## src/rtl/addsub_tree_pipe_pkg.sv

```systemverilog
// Shared helpers for signed add/subtract trees: internal width, level sizing and saturation.
// The clamp helpers work on a 64-bit container so accumulators of any supported width can share them.
package addsub_pkg;

  localparam int WIDE_W = 64;

  typedef logic signed [WIDE_W-1:0] wide_t;

  typedef struct packed {
    wide_t lo;
    wide_t hi;
  } clamp_lim_t;

  function automatic int ext_w(input int width, input int n);
    return width + $clog2(n) + 1;
  endfunction

  // number of live terms after l pairwise levels
  function automatic int lvl_cnt(input int n, input int l);
    return (n + (1 << l) - 1) >> l;
  endfunction

  function automatic clamp_lim_t clamp_lim(input int width);
    clamp_lim_t r;
    r.hi = (wide_t'(1) <<< (width - 1)) - wide_t'(1);
    r.lo = -(wide_t'(1) <<< (width - 1));
    return r;
  endfunction

  function automatic wide_t sat_clamp(input wide_t s, input int width);
    clamp_lim_t r;
    r = clamp_lim(width);
    if ($signed(s) > $signed(r.hi)) return r.hi;
    if ($signed(s) < $signed(r.lo)) return r.lo;
    return s;
  endfunction

endpackage

```

## src/rtl/addsub_tree_pipe_if.sv

```systemverilog
// Operand/result handshake bundle for addsub_tree_pipe.
// The master side is the producer/consumer pair; the slave side is the tree.
interface addsub_tree_pipe_if #(
  parameter int WIDTH = 32,
  parameter int N     = 3
);
  logic               in_valid;
  logic               in_ready;
  logic [N*WIDTH-1:0] ops;
  logic [N-1:0]       neg;
  logic               sat;
  logic               out_valid;
  logic               out_ready;
  logic [WIDTH-1:0]   f;
  logic               ovf;

  modport master (
    output in_valid, ops, neg, sat, out_ready,
    input  in_ready, out_valid, f, ovf
  );

  modport slave (
    input  in_valid, ops, neg, sat, out_ready,
    output in_ready, out_valid, f, ovf
  );
endinterface

```

## src/rtl/addsub_tree_pipe_level.sv

```systemverilog
// One registered level of the adder tree: NIN terms in, ceil(NIN/2) pairwise sums out.
// An odd last term is carried through unchanged, which is the same as adding a zero operand.
module add_tree_level #(
  parameter  int EXT  = 8,
  parameter  int NIN  = 2,
  localparam int NOUT = (NIN + 1) / 2
) (
  input  logic                clk,
  input  logic                rst_n,
  input  logic                en,
  input  logic                in_valid,
  input  logic                in_sat,
  input  logic [NIN*EXT-1:0]  in_d,
  output logic                out_valid,
  output logic                out_sat,
  output logic [NOUT*EXT-1:0] out_d
);

  logic [NOUT*EXT-1:0] sum;

  genvar j;
  generate
    for (j = 0; j < NOUT; j++) begin : g_pair
      if (2 * j + 1 < NIN) begin : g_add
        assign sum[j*EXT +: EXT] = in_d[2*j*EXT +: EXT] + in_d[(2*j+1)*EXT +: EXT];
      end else begin : g_pass
        assign sum[j*EXT +: EXT] = in_d[2*j*EXT +: EXT];
      end
    end
  endgenerate

  always_ff @(posedge clk or negedge rst_n) begin
    if (!rst_n) begin
      out_valid <= 1'b0;
      out_sat   <= 1'b0;
      out_d     <= '0;
    end else if (en) begin
      out_valid <= in_valid;
      out_sat   <= in_sat;
      out_d     <= sum;
    end
  end

endmodule

```

## src/rtl/addsub_tree_pipe.sv

```systemverilog
// N-operand signed add/subtract with per-operand sign mask, pipelined as a binary tree.
// Latency LVL+2: negate stage, LVL sum levels, range/clamp stage; one global stall enable.
module addsub_tree_pipe
  import addsub_pkg::*;
#(
  parameter int WIDTH = 32,
  parameter int N     = 3
) (
  input  logic              clk,
  input  logic              rst_n,
  addsub_tree_pipe_if.slave bus
);

  localparam int EXT = ext_w(WIDTH, N);
  localparam int LVL = $clog2(N);

  logic             adv;
  logic [N*EXT-1:0] st0_n;
  logic [N*EXT-1:0] st0_d;
  logic             st0_v;
  logic             st0_s;
  logic signed [EXT-1:0] op_e;

  // the whole pipe moves together; a full output register with no taker freezes every stage
  assign adv          = ~bus.out_valid | bus.out_ready;
  assign bus.in_ready = adv;

  // EXT carries one spare bit, so negating the most negative operand is exact
  always_comb begin
    st0_n = '0;
    op_e  = '0;
    for (int k = 0; k < N; k++) begin
      op_e = EXT'($signed(bus.ops[k*WIDTH +: WIDTH]));
      st0_n[k*EXT +: EXT] = bus.neg[k] ? -op_e : op_e;
    end
  end

  always_ff @(posedge clk or negedge rst_n) begin
    if (!rst_n) begin
      st0_v <= 1'b0;
      st0_s <= 1'b0;
      st0_d <= '0;
    end else if (adv) begin
      st0_v <= bus.in_valid;
      st0_s <= bus.sat;
      st0_d <= st0_n;
    end
  end

  genvar l;
  generate
    for (l = 0; l <= LVL; l++) begin : g_lvl
      localparam int NCNT = lvl_cnt(N, l);
      logic [NCNT*EXT-1:0] d;
      logic                v;
      logic                s;
      if (l == 0) begin : g_src
        assign d = st0_d;
        assign v = st0_v;
        assign s = st0_s;
      end else begin : g_add
        add_tree_level #(
          .EXT (EXT),
          .NIN (lvl_cnt(N, l - 1))
        ) u_lvl (
          .clk       (clk),
          .rst_n     (rst_n),
          .en        (adv),
          .in_valid  (g_lvl[l-1].v),
          .in_sat    (g_lvl[l-1].s),
          .in_d      (g_lvl[l-1].d),
          .out_valid (v),
          .out_sat   (s),
          .out_d     (d)
        );
      end
    end
  endgenerate

  logic [EXT-1:0]   s_fin;
  logic             v_fin;
  logic             sat_fin;
  wide_t            s_w;
  wide_t            f_w;
  clamp_lim_t       lim;
  logic             ovf_n;
  logic [WIDTH-1:0] f_n;

  assign s_fin   = g_lvl[LVL].d;
  assign v_fin   = g_lvl[LVL].v;
  assign sat_fin = g_lvl[LVL].s;

  always_comb begin
    s_w   = wide_t'($signed(s_fin));
    lim   = clamp_lim(WIDTH);
    ovf_n = ($signed(s_w) > $signed(lim.hi)) || ($signed(s_w) < $signed(lim.lo));
    f_w   = sat_fin ? sat_clamp(s_w, WIDTH) : s_w;
    f_n   = WIDTH'(f_w);
  end

  // f/ovf only load on a valid result so they hold across bubbles
  always_ff @(posedge clk or negedge rst_n) begin
    if (!rst_n) begin
      bus.out_valid <= 1'b0;
      bus.f         <= '0;
      bus.ovf       <= 1'b0;
    end else if (adv) begin
      bus.out_valid <= v_fin;
      if (v_fin) begin
        bus.f   <= f_n;
        bus.ovf <= ovf_n;
      end
    end
  end

endmodule

```

## src/flat_wrapper.sv

```systemverilog
// flat-port wrapper written by rule: the top's interface ports become plain ports
module addsub_tree_pipe_flat import addsub_pkg::*;
#(
  parameter int WIDTH = 32,
  parameter int N     = 3
)
  (clk, rst_n, bus_in_valid, bus_ops, bus_neg, bus_sat, bus_out_ready, bus_in_ready, bus_out_valid, bus_f, bus_ovf);
  addsub_tree_pipe_if #(.WIDTH(WIDTH), .N(N)) bus_i ();
  input  logic clk;
  input  logic rst_n;
  input wire logic [$bits(bus_i.in_valid)-1:0] bus_in_valid;
  input wire logic [$bits(bus_i.ops)-1:0] bus_ops;
  input wire logic [$bits(bus_i.neg)-1:0] bus_neg;
  input wire logic [$bits(bus_i.sat)-1:0] bus_sat;
  input wire logic [$bits(bus_i.out_ready)-1:0] bus_out_ready;
  output wire logic [$bits(bus_i.in_ready)-1:0] bus_in_ready;
  output wire logic [$bits(bus_i.out_valid)-1:0] bus_out_valid;
  output wire logic [$bits(bus_i.f)-1:0] bus_f;
  output wire logic [$bits(bus_i.ovf)-1:0] bus_ovf;
  assign bus_i.in_valid = bus_in_valid;
  assign bus_i.ops = bus_ops;
  assign bus_i.neg = bus_neg;
  assign bus_i.sat = bus_sat;
  assign bus_i.out_ready = bus_out_ready;
  assign bus_in_ready = bus_i.in_ready;
  assign bus_out_valid = bus_i.out_valid;
  assign bus_f = bus_i.f;
  assign bus_ovf = bus_i.ovf;
  addsub_tree_pipe #(.WIDTH(WIDTH), .N(N)) u_core (.clk(clk), .rst_n(rst_n), .bus(bus_i));
endmodule
```

## config.mk

```make
export PLATFORM = sky130hd
export DESIGN_NAME = addsub_tree_pipe_flat
export DESIGN_NICKNAME = d
export VERILOG_FILES = /design/src/rtl/addsub_tree_pipe_pkg.sv /design/src/rtl/addsub_tree_pipe_if.sv /design/src/rtl/addsub_tree_pipe_level.sv /design/src/rtl/addsub_tree_pipe.sv /design/src/flat_wrapper.sv
export SDC_FILE = /design/constraint.sdc
export NUM_CORES = 1
export LEC_CHECK = 0
export BUFFER_PORTS_ARGS = -buffer_cell sky130_fd_sc_hd__buf_2
export CORE_ASPECT_RATIO = 0.6
export CORE_MARGIN = 2
export CORE_UTILIZATION = 40
export CTS_BUF_LIST = sky130_fd_sc_hd__clkbuf_2
export DETAILED_ROUTE_END_ITERATION = 16
export PLACE_DENSITY = 0.62
export SYNTH_ARGS = -nofsm -noshare
export SYNTH_HDL_FRONTEND = slang
export SYNTH_SLANG_ARGS = --single-unit
```

## constraint.sdc

```tcl
create_clock -name clk -period 4.29 [get_ports clk]
set_input_delay 0.429 -clock clk [delete_from_list [all_inputs] [get_ports clk]]
set_output_delay 0.429 -clock clk [all_outputs]
set_load 0.1 [all_outputs]
```

==> results of run 1 <==
## critical path: stages
cell and delay [ns]:
dlygate4sd3_1 0.54, buf_2 0.13, inv_1 0.07, ha_1 0.16
nor2b_1 0.28, nand4_1 0.35, or4_1 0.67, or4_4 0.56
o31ai_1 0.26, xor2_1 0.16, dlygate4sd3_1 0.55, o21ai_0 0.06
## layer usage
metal	GRT usage, %	vias up	share of wire (%)
li1	-	6620	-
met2	32.11	337	42
met1	34.26	6501	51
met3	4.117	74	5.9
met4	4.762	0	1.7
met5	0	-	0
## layout by cell type (no fill, tap or decap), drive strengths merged, types with 26 or more instances in the layout
cell	count
nand2	368
dfrtp	250
o21ai	186
dlygate4sd3	151
buf	149
a21oi	135
nor2	125
xor2	106
clkbuf	85
ha	71
a21o	33
xnor2	33
o31ai	29
inv	29
nor3	26
## flip-flops by register name (all words and copies together) (netlist names)
| register | count |
|---|---|
| u_core.g_lvl.d | 105 |
| u_core.g_lvl.g_add.u_lvl.out_d | 105 |
| u_core.bus.f | 32 |
| u_core.g_lvl.g_add.u_lvl.out_sat | 2 |
| u_core.g_lvl.g_add.u_lvl.out_valid | 2 |
| u_core.bus.out_valid | 1 |
| u_core.bus.ovf | 1 |
| u_core.g_lvl.s | 1 |
| u_core.g_lvl.v | 1 |
## final cells by class
type | count | area [µm²] | share of cell area [%]
Inverter | 28 | 107.6 | 0.6030
Sequential cell | 250 | 6256 | 35.06
Clock buffer | 85 | 425.4 | 2.384
Tap cell | 476 | 595.6 | 3.338
Clock inverter | 23 | 121.4 | 0.6802
Timing Repair Buffer | 300 | 2320 | 13.00
Multi-Input combinational cell | 1355 | 8018 | 44.93
## stage by stage
step                      instances  hold slack, ns  utilization [%]  total power, µW
after floorplan                1713          0.1334                -            10060
after global placement         2258          0.4526            43.59            12070
after detailed placement       2258          0.4557            43.59            12230
after CTS                      2517         0.04643            49.27            14050
after global routing           2517         0.08814            49.27            15200
final                          2517          0.1365            49.27            14050
## cell families (layout without fill, tap and decap cells)
kind of cell / Yosys count / after routing / synth area share, %
AND/OR/NAND/NOR: 652 / 652 / 19.58
flip-flops: 250 / 250 / 42.65
adder cells (fa/ha/maj): 73 / 73 / 6.330
XOR/XNOR: 139 / 139 / 8.301
multiplexers: 9 / 9 / 0.6228
buffers and inverters: 108 / 436 / 2.772
AO/OA/AOI/OAI: 482 / 482 / 19.74
## final timing paths
| path | to | slack [ns] | from |
|---|---|---|---|
| worst max-delay path | u_core.g_lvl[0].d[28] | 0.85 | bus_ops[0] |
| worst min register to register | u_core.g_lvl[1].g_add.u_lvl.out_d[67] | 0.45 | u_core.g_lvl[0].d[102] |
| max in group asynchronous | u_core.g_lvl[0].d[66] | 2.61 | rst_n |
| worst min-delay path | u_core.g_lvl[0].d[71] | 0.14 | bus_neg[2] |
| min in group asynchronous | u_core.g_lvl[0].d[3] | 0.55 | rst_n |
| worst max register to register | u_core.g_lvl[2].g_add.u_lvl.out_d[34] | 1.14 | u_core.g_lvl[1].g_add.u_lvl.out_d[0] |
## power by group through the flow
stage	Clock [µW]	Combinational (µW)	Sequential [µW]
6_report	1630	8300	4110
2_1_floorplan	0	5090	4970
3_5_place_dp	0	8060	4170
5_1_grt	1820	9150	4230
4_1_cts	1690	8240	4120
3_3_place_gp	0	7920	4150
==> metrics.md, run 1 <==
| Metric | Value |
|---|---|
| Status | `finished, final reports clean` |
| Weighted congestion at the end of routability-driven global placement | `slightly above 0.9` |
| Worst Setup End Kind | `register` |
| Internal power component | `a little under 7000 µW` |
| Max Transition Viols Final | `0` |
| VDD IR-drop max | `0.9233 mV` |
| Setup TNS after final layout | `0 ns` |
| Height of the die | `152.3 µm` |
| Number of cells on the worst reg-to-reg path | `11` |
| Max-Cap Viols | `0` |
| Final hold violation count | `0` |
| Antenna violations before repair | `0` |
| Count of pins on the block boundary | `between 100 and 150` |
| Biggest fanout along the worst timing path | `4` |
| Number of inserted filler cells in the final layout | `around 3500` |
| Switching power share of the total | `around half` |
| Synth area leaders | `dfrtp_1 43%, nand2_1 9.4%, xor2_1 6.3%, o21ai_0 6.2%, ha_1 6.1%` |
| Arrival time of the worst setup path | `approximately 4.2 ns` |
| Synthesized instance count | `roughly 1700` |
| Effective utilization at floorplan | `approximately two fifths` |
| Port Buffers | `roughly 140` |
| Class of the tightest hold or removal check | `input port to register` |
| Post-route DRC | `0` |
| Number of nets still failing antenna checks after routing | `0` |
| Switching Power | `between 7000 and 8000 µW` |
| Number of placement rows | `54` |
| Number of synthesized register bits | `250` |
| Maximum number of pins on one net before global-route repair | `around 200` |
| Area share of the largest cell type after synthesis | `42.65%` |
| Total global routing overflow | `0` |
| Total clock sinks | `250` |
| Largest clock skew in the final design | `~0.090 ns` |
| Area of placed instances | `around 16000 µm²` |
| Deepest clock path buffer count | `3` |
| Number of flops mapped to enable cells by yosys | `0` |
| Syn avg cell area | `8.562 µm²` |
| Ratio of total power to cell area | `slightly below 800 nW/µm²` |
| CTS Buf Count | `between 50 and 60` |
| Combinational share of power | `between 50% and 60%` |
| Core Footprint | `about 36000 µm²` |
| Worst Hold Depth | `3` |
| Most frequently used flop master after synthesis | `dfrtp_1` |
| Reported leakage power | `between 0.008 and 0.009 µW` |
| Rel. slew slack | `15.79%` |
| Transition time of the tightest slew-check pin | `~1.3 ns` |
| Clock network latency to the later pin of the worst-skew pair | `0.97 ns` |
| TritonCTS clock tree | `done` |
| First-pass GRT wire length | `around 70000 µm` |
| Synth warnings | `0` |
| Area of the die | `between 30000 and 40000 µm²` |
| Pre-antenna DRT Iters | `5` |
| Cell type with the largest total area after synthesis | `dfrtp_1` |
| CTS clk-pin slew, worst paths | `0.11 ns` |
| Layout cell share with drive strength beyond 1 | `12.98%` |
| H-tree level count | `2` |
| Data required time of the worst path | `5.08 ns` |
| Number of buffers inserted by post-CTS setup repair | `0` |
| Vias per cell | `around 5.4` |
| Clock group share of total power | `between 10% and 20%` |
| Maximum achievable frequency | `approximately 0.29 GHz` |
| Cell with the most instances after synthesis | `nand2_1` |
| Final critical-path required period | `between 3 and 4 ns` |
| Nets | `2171` |
| GRT Total Usage | `22.19%` |
| Minimum setup slack after placement | `just under 1 ns` |
| Post-CTS Resized | `0` |
| Root buffer selected by CTS | `clkbuf_2` |
| Area Overhead vs Synth | `21.66%` |
| Final setup vio count | `0` |
| Fraction of registers with async set or reset after synthesis | `100.0%` |
| Final Instance Area | `~18000 µm²` |
| Routed via count | `13530` |
| Detail Placement HPWL | `about 30000 µm` |
| Post-synth net total | `between 1500 and 2000` |
| Count of antenna diodes in the layout | `0` |
| Wirelength, routed | `roughly 42000 µm` |
| Proportion of power drawn by flip-flops and latches | `roughly 29%` |
| Post-Synthesis Cell Area | `14670 µm²` |
| # hold bufs at CTS | `roughly 150` |
| Crit start category | `input port` |
| WL per Instance | `about 17 µm` |
| Setup repair after global routing missed its margin | `false` |
| Classification of the worst setup path | `input port to register` |
| Width of the die | `251.2 µm` |
| Proportion of synthesized chip area in sequential cells | `42.65%` |
| Final worst-path setup slack | `between 0.8 and 0.9 ns` |
| Final clock period utilization by the worst path | `~80%` |
| Number of distinct library cell variants in the gate-level netlist after synthesis | `between 60 and 70` |
| Vias in the first global route | `about 13000` |
| Starting DRC count in detailed routing | `between 1000 and 1500` |
| Most used standard cells in the synthesized netlist | `368 x nand2_1, 250 x dfrtp_1, 183 x o21ai_0` |
Note: power is estimated with default switching activity, not from simulation.
==> run 2, diff against run 1 <==
Settings changed: ABC_AREA set to 1, PLACE_DENSITY 0.62 to 0.61.
Clock period 4.29 ns to 3.4 ns, I/O delays scaled along.
==> run 2 against run 1 <==
Effect of this change: wire length increased by 32%; sequential power is 26% higher; sequential share of layout area down 4.8 points; non-clock buffer count up 48; largest power group unchanged.
==> metrics.md, run 2 <==
| Metric | Value |
|---|---|
| Status | `finished, final reports clean (unchanged)` |
| Arrival time of the worst setup path | `4.02 ns (was 4.22 ns)` |
| Util after Layout | `49.42% (was 49.27%)` |
| Number of cells on the worst reg-to-reg path | `12 (was 11)` |
| VDD IR-drop max | `1.030 mV (was 0.9233 mV)` |
| Post-synth net total | `2647 (was 1890)` |
| Final critical-path required period | `between 3 and 4 ns` |
| Maximum number of pins on one net before global-route repair | `211 (was 206)` |
| Transition time of the tightest slew-check pin | `0.8339 ns (was 1.263 ns)` |
| Final setup vio count | `0 (unchanged)` |
| Routed via count | `17340 (was 13530)` |
| Ratio of total power to cell area | `929.7 nW/µm² (was 787.1 nW/µm²)` |
| Pre-antenna DRT Iters | `5 (unchanged)` |
| Final hold violation count | `0 (unchanged)` |
| Synth warnings | `0 (unchanged)` |
| Multi-input gate area | `9288 µm² (was 8018 µm²)` |
| Setup slack of the most critical reg-to-reg path | `0.98 ns (was 1.14 ns)` |
| Final clock period utilization by the worst path | `roughly 90%` |
| GRT Total Usage | `25.57% (was 22.19%)` |
| Classification of the worst setup path | `input port to register (unchanged)` |
| Vias in the first global route | `16530 (was 13050)` |
| Setup TNS after final layout | `0 ns (unchanged)` |
| Nets | `2988 (was 2171)` |
| Number of distinct library cell variants in the gate-level netlist after synthesis | `44 (was 65)` |
| Worst Setup End Kind | `register (unchanged)` |
| Area share of the largest cell type after synthesis | `37.02% (was 42.65%)` |
| Number of flops mapped to enable cells by yosys | `0 (unchanged)` |
| Synthesized instance count | `2470 (was 1713)` |
| Cell with the most instances after synthesis | `nand2_1 (unchanged)` |
| Area of the die | `43970 µm² (was 38260 µm²)` |
| Reported leakage power | `0.01042 µW (was 0.008116 µW)` |
| Number of synthesized register bits | `250 (unchanged)` |
| H-tree level count | `2 (unchanged)` |
| TritonCTS clock tree | `done (unchanged)` |
| Rel. slew slack | `44.41% (was 15.79%)` |
| Final worst hold slack | `0.08252 ns (was 0.1365 ns)` |
| Antenna violations before repair | `1 (was 0)` |
| Weighted congestion at the end of routability-driven global placement | `0.9344 (was 0.9136)` |
| Reg-to-reg endpoint | `u_core.g_lvl[2].g_add.u_lvl.out_d[16] (was u_core.g_lvl[2].g_add.u_lvl.out_d[34])` |
| Vias per cell | `5.060 (was 5.376)` |
| Cell type with the largest total area after synthesis | `dfrtp_1 (unchanged)` |
| Largest clock skew in the final design | `0.1056 ns (was 0.09007 ns)` |
| Total global routing overflow | `0 (unchanged)` |
| Number of buffers inserted by post-CTS setup repair | `0 (unchanged)` |
| Count of pins on the block boundary | `139 (unchanged)` |
| Width of the die | `269.4 µm (was 251.2 µm)` |
| Number of inserted filler cells in the final layout | `4308 (was 3493)` |
| Fraction of registers with async set or reset after synthesis | `100.0% (unchanged)` |
| Fraction of synthesized area in multiplexers | `0% (was 0.6228%)` |
| Simple logic cell fraction of the synthesized area | `35.05% (was 19.58%)` |
| Number of placement rows | `58 (was 54)` |
| Total instance count after detailed placement | `3120 (was 2258)` |
| Effective utilization at floorplan | `40.43% (was 40.50%)` |
| Total clock sinks | `250 (unchanged)` |
| Post-synthesis compound-gate area fraction | `10.21% (was 19.74%)` |
| Maximum achievable frequency | `0.3194 GHz` |
| Most common cell after layout, fill and taps aside | `nand2_1 (unchanged)` |
| First-pass GRT wire length | `89380 µm (was 69250 µm)` |
| Xor and xnor area share after synthesis | `4.146% (was 8.301%)` |
| Post-route DRC | `0 (unchanged)` |
| Post-Synthesis Cell Area | `16900 µm² (was 14670 µm²)` |
| Detail Placement HPWL | `41120 µm (was 29730 µm)` |
| Biggest fanout along the worst timing path | `6 (was 4)` |
| Wirelength, routed | `55700 µm (was 42250 µm)` |
| Starting DRC count in detailed routing | `1669 (was 1007)` |
| Syn avg cell area | `6.843 µm² (was 8.562 µm²)` |
| Max-Cap Viols | `0 (unchanged)` |
| CTS Buf Count | `61 (was 59)` |
| Layout cell share with drive strength beyond 1 | `11.87% (was 12.98%)` |
| Max Transition Viols Final | `0 (unchanged)` |
| Setup repair after global routing missed its margin | `false (unchanged)` |
| Data required time of the worst path | `4.29 ns (was 5.08 ns)` |
| Core Footprint | `41800 µm² (was 36210 µm²)` |
| Final standard cell count with taps included and fillers excluded | `3428 (was 2517)` |
| Worst Hold Depth | `5 (was 3)` |
| Height of the die | `163.2 µm (was 152.3 µm)` |
| Class of the tightest hold or removal check | `input port to register (unchanged)` |
| CTS clk-pin slew, worst paths | `0.10 ns (was 0.11 ns)` |
| Most used standard cells in the synthesized netlist | `869 x nand2_1, 250 x dfrtp_1, 241 x inv_1 (was 368 x nand2_1, 250 x dfrtp_1, 183 x o21ai_0)` |
| Clock network latency to the later pin of the worst-skew pair | `1.03 ns (was 0.97 ns)` |
| Proportion of synthesized chip area in sequential cells | `37.02% (was 42.65%)` |
| Commonest cells after routing, fill and taps aside | `869 x nand2_1, 250 x dfrtp_1, 241 x inv_1 (was 368 x nand2_1, 250 x dfrtp_1, 183 x o21ai_0)` |
| WL per Instance | `16.25 µm (was 16.79 µm)` |
| HP Start | `bus_neg[2] (unchanged)` |
| Sequential Area | `6256 µm² (unchanged)` |
| Area Overhead vs Synth | `22.23% (was 21.66%)` |
| Root buffer selected by CTS | `clkbuf_2 (unchanged)` |
| Main combinational cell family by area after synthesis | `simple AND/OR/NAND/NOR gates (was compound AO/OA/AOI/OAI gates)` |
| RR Startpoint | `u_core.g_lvl[1].g_add.u_lvl.out_d[0] (unchanged)` |
| Deepest clock path buffer count | `3 (unchanged)` |
| Most frequently used flop master after synthesis | `dfrtp_1 (unchanged)` |
| Post-Synth Adder-Cell Area | `5.493% (was 6.330%)` |
| Synth area leaders | `dfrtp_1 37%, nand2_1 19%, inv_1 5.4%, ha_1 5.3%, nor2_1 5.1% (was dfrtp_1 43%, nand2_1 9.4%, xor2_1 6.3%, o21ai_0 6.2%, ha_1 6.1%)` |
| Port Buffers | `138 (unchanged)` |
| Crit start category | `input port (unchanged)` |
| Number of nets still failing antenna checks after routing | `0 (unchanged)` |
| Endpoint of the worst hold path | `u_core.g_lvl[0].d[73] (was u_core.g_lvl[0].d[71])` |
run 2: changes by cell type in the layout (fill, tap and decap cells not counted), sizes merged, moves of 19 or more:
cell         delta
nor2          +132
dlygate4sd3    +46
nand3         +148
o31ai          -20
a211oi         -19
inv           +243
a21o           -33
o21ai          -32
nand2         +519
xor2           -61
run 2: cell families (layout without fill, tap and decap cells):
group | Yosys count | after routing
simple gates | 1403 | 1403
buf+inv | 342 | 729
compound gates | 322 | 322
flops | 250 | 250
xor+xnor | 80 | 80
fa+ha+maj | 73 | 73
other cells | 0 | 1
run 2: metrics by stage:
| stage | instance area, µm² | setup slack [ns] | power, µW |
|---|---|---|---|
| final | 20660 | 0.2693 | 19210 |
| after global routing | 20660 | 0.2236 | 20990 |
| after floorplan | 16900 | 1.219 | 13490 |
| after CTS | 20660 | 0.5165 | 19130 |
| after global placement | 18130 | 0.8698 | 16690 |
| after detailed placement | 18130 | 0.9421 | 16750 |
run 2: critical path, stage by stage:
cell	delay [ns]
dlygate4sd3_1	0.53
buf_2	0.12
inv_1	0.11
ha_1	0.19
nand2_1	0.27
nor2_2	0.29
nand3_1	0.15
nor2_1	0.47
nand3b_1	0.18
nand3_1	0.12
dlygate4sd3_1	0.57
nand3_1	0.07
dlygate4sd3_1	0.56
nand2_1	0.06
run 2: final cells by class:
type / count / area share, %
Multi-Input combinational cell: 1878 / 44.96
Timing Repair Buffer: 348 / 13.81
Clock buffer: 82 / 1.987
Antenna cell: 1 / 0.01211
Clock inverter: 27 / 0.5390
Tap cell: 570 / 3.452
Inverter: 272 / 4.960
Sequential cell: 250 / 30.28
run 2: repair_timing:
action | CTS | global route
setup endpoints to repair | 0 | 0
endpoints found under the hold margin | 388 | 0
hold buffers | 198 | 0
resized for setup | 0 | 0
run 2: worst max-delay path by stage:
stage,cells after the start,end,startpoint,slack (ns)
5_1_grt,14,u_core.g_lvl[0].d[61],bus_ops[32],0.22
3_3_place_gp,12,u_core.g_lvl[2].g_add.u_lvl.out_d[16],u_core.g_lvl[1].g_add.u_lvl.out_d[0],0.87
6_report,14,u_core.g_lvl[0].d[61],bus_ops[32],0.27
4_1_cts,4,bus_in_ready,u_core.bus.out_valid,0.52
2_1_floorplan,6,bus_in_ready,u_core.bus.out_valid,1.22
3_5_place_dp,12,u_core.g_lvl[2].g_add.u_lvl.out_d[16],u_core.g_lvl[1].g_add.u_lvl.out_d[0],0.94
run 2: metal layers:
| metal | vias to the layer above | wire length [µm] | GRT usage, % |
|---|---|---|---|
| li1 | 8587 | - | - |
| met1 | 8087 | 28730 | 39.91 |
| met2 | 610 | 20900 | 34.63 |
| met3 | 60 | 5410 | 7.013 |
| met4 | 0 | 656 | 4.773 |
| met5 | - | 0 | 0 |
run 2: power by group:
group	switching [µW]	leakage, µW	internal, µW
Sequential	875	0.00294	4290
Clock	1320	0.000399	668
Combinational	8330	0.00708	3720
Total	10500	0.0104	8680
